==> config.mk <==
export PLATFORM = sky130hd
export DESIGN_NAME = temp_sample_avg
export DESIGN_NICKNAME = d
export VERILOG_FILES = /design/src/rtl/temp_pkg.sv /design/src/rtl/temp_stall_timer.sv /design/src/rtl/temp_sample_avg.sv
export SDC_FILE = /design/constraint.sdc
export NUM_CORES = 1
export LEC_CHECK = 0
export BUFFER_PORTS_ARGS = -buffer_cell sky130_fd_sc_hd__buf_2
export CELL_PAD_IN_SITES_DETAIL_PLACEMENT = 1
export CELL_PAD_IN_SITES_GLOBAL_PLACEMENT = 1
export CORE_MARGIN = 2
export CORE_UTILIZATION = 43
export CTS_CLUSTER_DIAMETER = 100
export DETAILED_ROUTE_END_ITERATION = 16
export PLACE_DENSITY_LB_ADDON = 0.1
export SLEW_MARGIN = 20
export SYNTH_ARGS = -nofsm -noshare
export SYNTH_HDL_FRONTEND = slang
export SYNTH_SLANG_ARGS = --single-unit
==> constraint.sdc <==
create_clock -name clk -period 2.99 [get_ports clk]
set_clock_uncertainty 0.2 [all_clocks]
set_input_delay 0.299 -clock clk [delete_from_list [all_inputs] [get_ports clk]]
set_output_delay 0.299 -clock clk [all_outputs]
set_load 0.02 [all_outputs]
==> src/rtl/temp_pkg.sv <==
// Shared types and constants for the on-die temperature sampling path.
package temp_pkg;

  localparam int          TEMP_W    = 12;
  localparam int          CH_W      = 5;
  localparam logic [11:0] TEMP_IDLE = 12'hFFF;

  typedef enum logic {
    S_WARM = 1'b0,
    S_RUN  = 1'b1
  } temp_avg_state_t;

endpackage

==> src/rtl/temp_stall_timer.sv <==
// Saturating idle-cycle counter; flags a stalled ADC after STALL_CYCLES quiet cycles.
module temp_stall_timer #(
  parameter int STALL_CYCLES = 50000
) (
  input  logic clk,
  input  logic rst,
  input  logic restart_i,
  output logic stall_o
);

  localparam int CNT_W = $clog2(STALL_CYCLES + 1);
  localparam logic [CNT_W-1:0] CNT_MAX = CNT_W'(STALL_CYCLES);

  logic [CNT_W-1:0] count_q, count_d;
  logic             stall_q, stall_d;

  // Next count: restart wins, otherwise count up and hold at the limit.
  always_comb begin
    count_d = count_q;
    if (restart_i) begin
      count_d = '0;
    end else if (count_q != CNT_MAX) begin
      count_d = count_q + CNT_W'(1);
    end else begin
      count_d = count_q;
    end
    stall_d = (count_d == CNT_MAX);
  end

  // Counter and stall flag registers.
  always_ff @(posedge clk) begin
    if (rst) begin
      count_q <= '0;
      stall_q <= 1'b0;
    end else begin
      count_q <= count_d;
      stall_q <= stall_d;
    end
  end

  assign stall_o = stall_q;

endmodule

==> src/rtl/temp_sample_avg.sv <==
// Filters ADC beats to the temperature channel and box-averages 2^AVG_LOG2 of them.
// Optional hottest-reading hold register enabled by TEMP_PEAK_HOLD_EN.
module temp_sample_avg
  import temp_pkg::*;
#(
  parameter int               AVG_LOG2     = 3,
  parameter logic [CH_W-1:0]  CHANNEL      = 5'd0,
  parameter int               STALL_CYCLES = 50000
) (
  input  logic              clk,
  input  logic              rst,
  input  logic              adc_valid,
  input  logic [CH_W-1:0]   adc_channel,
  input  logic [TEMP_W-1:0] adc_data,
  input  logic              clear,
  output logic [TEMP_W-1:0] temp,
  output logic              temp_valid,
  output logic              temp_ready,
  output logic              adc_stall
`ifdef TEMP_PEAK_HOLD_EN
  ,
  output logic [TEMP_W-1:0] temp_peak
`endif
);

  localparam int ACC_W = TEMP_W + AVG_LOG2;
  localparam logic [AVG_LOG2:0] LAST_CNT = (AVG_LOG2 + 1)'((1 << AVG_LOG2) - 1);

  logic [ACC_W-1:0]    acc_q, acc_d, sum_s;
  logic [AVG_LOG2:0]   cnt_q, cnt_d;
  logic [TEMP_W-1:0]   temp_q, temp_d, avg_s;
  logic                valid_q, valid_d;
  temp_avg_state_t     state_q, state_d;
  logic                accept_s, complete_s;

  assign accept_s   = adc_valid && (adc_channel == CHANNEL) && !clear;
  assign complete_s = accept_s && (cnt_q == LAST_CNT);
  assign sum_s      = acc_q + ACC_W'(adc_data);
  assign avg_s      = TEMP_W'(sum_s >> AVG_LOG2);

  // Window accumulation; completion folds the last sample in and reopens the window.
  always_comb begin
    acc_d   = acc_q;
    cnt_d   = cnt_q;
    temp_d  = temp_q;
    valid_d = 1'b0;
    if (clear) begin
      acc_d = '0;
      cnt_d = '0;
    end else if (complete_s) begin
      acc_d   = '0;
      cnt_d   = '0;
      temp_d  = avg_s;
      valid_d = 1'b1;
    end else if (accept_s) begin
      acc_d = sum_s;
      cnt_d = cnt_q + (AVG_LOG2 + 1)'(1);
    end else begin
      acc_d = acc_q;
    end
  end

  // Warm-up FSM: leaves S_WARM on the first completed window, then stays.
  always_comb begin
    state_d = state_q;
    case (state_q)
      S_WARM: begin
        if (complete_s) state_d = S_RUN;
        else            state_d = S_WARM;
      end
      S_RUN:   state_d = S_RUN;
      default: state_d = S_WARM;
    endcase
  end

  // Datapath and state registers.
  always_ff @(posedge clk) begin
    if (rst) begin
      acc_q   <= '0;
      cnt_q   <= '0;
      temp_q  <= TEMP_IDLE;
      valid_q <= 1'b0;
      state_q <= S_WARM;
    end else begin
      acc_q   <= acc_d;
      cnt_q   <= cnt_d;
      temp_q  <= temp_d;
      valid_q <= valid_d;
      state_q <= state_d;
    end
  end

`ifdef TEMP_PEAK_HOLD_EN
  logic [TEMP_W-1:0] peak_q, peak_d;

  // Lower code is hotter, so the peak tracks the minimum average.
  always_comb begin
    peak_d = peak_q;
    if (complete_s && (avg_s < peak_q)) begin
      peak_d = avg_s;
    end else begin
      peak_d = peak_q;
    end
  end

  // Peak register; only rst clears it.
  always_ff @(posedge clk) begin
    if (rst) begin
      peak_q <= TEMP_IDLE;
    end else begin
      peak_q <= peak_d;
    end
  end

  assign temp_peak = peak_q;
`endif

  temp_stall_timer #(
    .STALL_CYCLES(STALL_CYCLES)
  ) u_stall (
    .clk      (clk),
    .rst      (rst),
    .restart_i(accept_s || clear),
    .stall_o  (adc_stall)
  );

  assign temp       = temp_q;
  assign temp_valid = valid_q;
  assign temp_ready = (state_q == S_RUN);

endmodule

Yosys cells after proc, flatten, opt, wreduce, memory -nomap -nowiden. Index checks and enable logic that the tools add are counted. Widths: inputs -> output; s select.

$add $sub $neg: 3. Equality and inequality tests: 3. Mux-type cells: 4. Bitwise gates (word level): 2. Reductions and logical operators: 9.

Operator list (number): $mux 16 (2); $add 16x1->16 const B (1); $eq 16x16->1 const B (1); $ne 16x16->1 const B (1); $add 15x12->15 (1); $logic_not 5->1 (1); $add 4x1->4 const B (1); $eq 4x3->1 const B (1); $logic_and 1x1->1 (3); $reduce_or 3->1 (1); $not 1->1 (2); $pmux 1 s2 (1); $reduce_and 2->1 (1); $reduce_or 2->1 (1); $logic_not 1->1 (1); $logic_or 1x1->1 (1); $mux 1 (1).

Register bits after elaboration: 50. Input bits: 21. Output and inout bits: 15. Word-level logic and storage cells: 28.

Depth between registers and ports, before layout.
Depth in word-level cells: 6. Mapped depth: 8. Depth with buffers taken out: 8.

Modules after synthesis. From an unflattened synthesis, not the netlist that was laid out.

Cell total of the unflattened synthesis: 365. Area, all modules: 3011.6 µm².

Modules (own cells, without submodules): temp_sample_avg (times used 1, cells each 240, area an instance 1999.4 µm², seq. area each 660.6 µm²); temp_stall_timer (times used 1, cells each 125, area an instance 1012.2 µm², seq. area each 340.3 µm²).

Worst setup path after synthesis. OpenSTA, ideal clock, no wires.

Kind: register to register. Start point: register acc_q[1]. End point: register temp_q[10], in the netlist temp[10]. Library setup time: 0.140 ns. Data arrival time: 1.902 ns. Data required time: 2.650 ns. Path slack: 0.748 ns. Cell stages (with the launch flop): 8. Buffers on the path: 0. Period minus slack after synthesis: 2.242 ns. Cells stage by stage: dfxtp_1 ha_1 a211oi_1 o21ai_1 a2111o_1 a2111o_1 o41ai_1 a211oi_1.

Word-level cells in the longest chain between the ends: 1.

RTL lines: from (decl) (line temp_sample_avg.sv:29) `logic [ACC_W-1:0] acc_q, acc_d, sum_s;`; from (signal assigned) (line temp_sample_avg.sv:79) `acc_q <= '0;`; from (signal assigned) (line temp_sample_avg.sv:85) `acc_q <= acc_d;`; $add 15x12->15 (line temp_sample_avg.sv:38) `assign sum_s = acc_q + ACC_W'(adc_data);`; to (signal assigned) (line temp_sample_avg.sv:87) `temp_q <= temp_d;`; to (decl) (line temp_sample_avg.sv:31) `logic [TEMP_W-1:0] temp_q, temp_d, avg_s;`.

No other way between the ends. A chain may end at the register's enable or synchronous reset.

Worst setup path after layout. Ends and elaborated chain as after synthesis.

==> impl_metrics.toml <==
[synthesis]
synthTopCellsByArea = "dfxtp_1, ha_1, xor2_1"
synth_edf_count = 0
syn_nets = 374
ys.flop_type = "dfxtp_1"
synthArstFlopShare_pct = 0
yosys_warnings = 0
netlist_instances = 337
syn_area_mm2 = 0.00275
synth_top_area_cell = "dfxtp_1"
synth_seq_area_share_pct = 36.4
synth_top_area_share_pct = 36.4
postSynthAreaPerCell_um2 = 8.16
ys_ff_latch = 50
ys_types = 52

[routing]
routedWlPerCell_um = 16.3
dr.pass1.iters = 4
antenna_left = 0
first_iter_violations = 87
via_count = 2517
wl_mm = 7.30
vias_per_cell = 5.63
route.detailed.drc = 0

[run]
cap_violations = 0

[sta]
finalSetupTns_ns = 0
max-slew-margin-rel_pct = 57.5
tightest_slew_ns = 0.633
timing.final.crit_share_pct = 83.2
setup_viol = 0
rsz0062_at_grt = "no"
hold_viol = 0
maxSlewViolCount = 0
period_needed_ns = 2.49
fmax_mhz = 402

[final_layout]
drive_gt1_share_pct = 15.1
stdcell_area_mm2 = 0.00313
diodes = 0
nets = 406
syn2layout_area_growth_pct = 13.7
fillers = 793

[critical_path]
startpoint_type = "flip-flop"
end_kind = "flip-flop"
rr_worst_depth = 7
critPathKind = "flip-flop to flip-flop"
crit_required_ns = 2.99
critPathMaxFanout = 3
cp_data_arrival_time_ns = 2.49

[global_route]
grt_pass1_wl_mm = 12.6
grt_max_degree = 31
antenna_found_initial = 0
grt_overflow = 0
gr-usage-all-layers_pct = 22.3
grt_pass1_vias = 2540

[power_and_ir_drop]
cellPowerDensity_mw_per_mm2 = 406
p_leak_nw = 1.19
peakVddDrop_mv = 0.180

[placed_design]
dp_hpwl_mm = 5.53
globalplace.congestion = 0.828
placed_area_mm2 = 0.00301
port_buffers = 35

[clock_tree]
postCtsSetupRepairBufs = 0
clock_latency_ns = 0.32
postCtsHoldBufs = 0
max-clock-path-buffers = 2
clock-sinks = 50
cts.clk_slew.worst_paths_ns = 0.10
cts_buffers = 5
cts-root-buf = "clkbuf_8"
cts_resized = 0
h-tree-depth = 2
cts_tree = "done"

[hold_path]
min_path_cells = 2
hold_path.class = "input port to flip-flop"

[floorplan]
die_w_um = 84.0
pin_count = 36
dieArea_mm2 = 0.00705
fp.dieH_um = 84.0
rows = 29
core-area_mm2 = 0.00628
initial_core_util_pct = 43.8

[status]
status = "completed"
[synthesized netlist by cell type (all sizes together), types with 3 or more instances]
cell type and count:
a211oi 4, a21oi 29, and2 3, and4 3, buf 3, clkbuf 12, dfxtp 50, ha 15
inv 7, nand2 41, nand2b 3, nand3 22, nand4 8, nor2 36, nor2b 4, nor3 8
nor4 4, o211ai 3, o21a 3, o21ai 17, xnor2 11, xor2 18
[final cells by class]
class / count / area [um2] / share of cell area [%]
clock buffer: 5 / 68.8 / 2.20
sequential: 50 / 1000 / 32.0
tap: 77 / 96.3 / 3.08
clock inverter: 3 / 48.8 / 1.56
inverter: 7 / 26.3 / 0.840
multi-input combinational: 265 / 1660 / 53.1
timing repair buffer: 40 / 225 / 7.20
[cells in the final DEF, fill, tap and decap left out, types with 3 or more instances in the layout]
cell type,n
ha_1,15
buf_2,35
dfxtp_1,50
xor2_1,18
nand3_1,21
o211ai_1,3
nor3_1,8
nand2_1,41
nand4_1,8
and4_1,3
inv_1,7
nor4_1,4
o21a_1,3
o21ai_0,15
buf_4,4
nor2b_1,4
xnor2_1,11
a211oi_1,4
nand2b_1,3
a21oi_1,29
and2_1,3
clkbuf_8,5
nor2_1,35
[cells by family (layout without fill, tap and decap cells)]
group	after synthesis	count (layout)	synth area share, %
AOI/OAI and AO/OA	71	71	16.2
xor gates and xnor gates	29	29	9.24
DFF	50	50	36.4
muxes	3	3	1.14
buffers and inverters	22	55	3.18
and+or+nand+nor	146	146	26.3
adders and majority gates	16	16	7.55
[path summary, 6_finish.rpt]
kind,start,endpoint,slack [ns]
setup / recovery,acc_q[1],temp[10],0.50
hold / removal,clear,temp_valid,0.03
setup reg to reg,acc_q[1],temp[10],0.50
hold reg to reg,temp_ready,temp_ready,0.25
[critical path, cell delays in order, from the launching register on]
cell and delay, ns:
dfxtp_1 0.40, ha_1 0.26, a211oi_1 0.30, o21ai_1 0.18
a2111o_1 0.48, a2111o_1 0.38, o41ai_1 0.08, a211oi_1 0.08
[power by group]
part	leakage, nW	internal (mW)	switching (mW)
logic	0.733	0.0312	0.0495
clock network	0.0563	0.255	0.263
registers	0.403	0.667	0.00293
[through the flow]
step,power (mW),instances,util [%],setup slack [ns],hold slack (ns)
after floorplan,0.733,337,-,0.748,0.178
after global placement,0.765,439,48.0,0.549,0.236
after detailed placement,0.766,439,48.0,0.436,0.244
after CTS,1.29,447,49.8,0.493,0.0315
after global routing,1.32,447,49.8,0.344,0.0425
final,1.27,447,49.8,0.501,0.0326
[per-layer routing]
| metal | wire length (um) | GRT usage, % | vias to the layer above |
|---|---|---|---|
| li1 | - | - | 1254 |
| met1 | 3610 | 30.9 | 1212 |
| met2 | 3360 | 35.8 | 42 |
| met3 | 226 | 3.76 | 9 |
| met4 | 104 | 6.60 | 0 |
| met5 | 0 | 0 | - |
[registers in the layout, summed over array words and instances, names as in the netlist]
| register | cells |
|---|---|
| temp_valid | 1 |
| temp | 12 |
| temp_ready | 1 |
| acc_q | 15 |
| cnt_q | 4 |
| u_stall.stall_o | 1 |
| u_stall.count_q | 16 |
No activity file was read; power rests on OpenSTA's default activity.
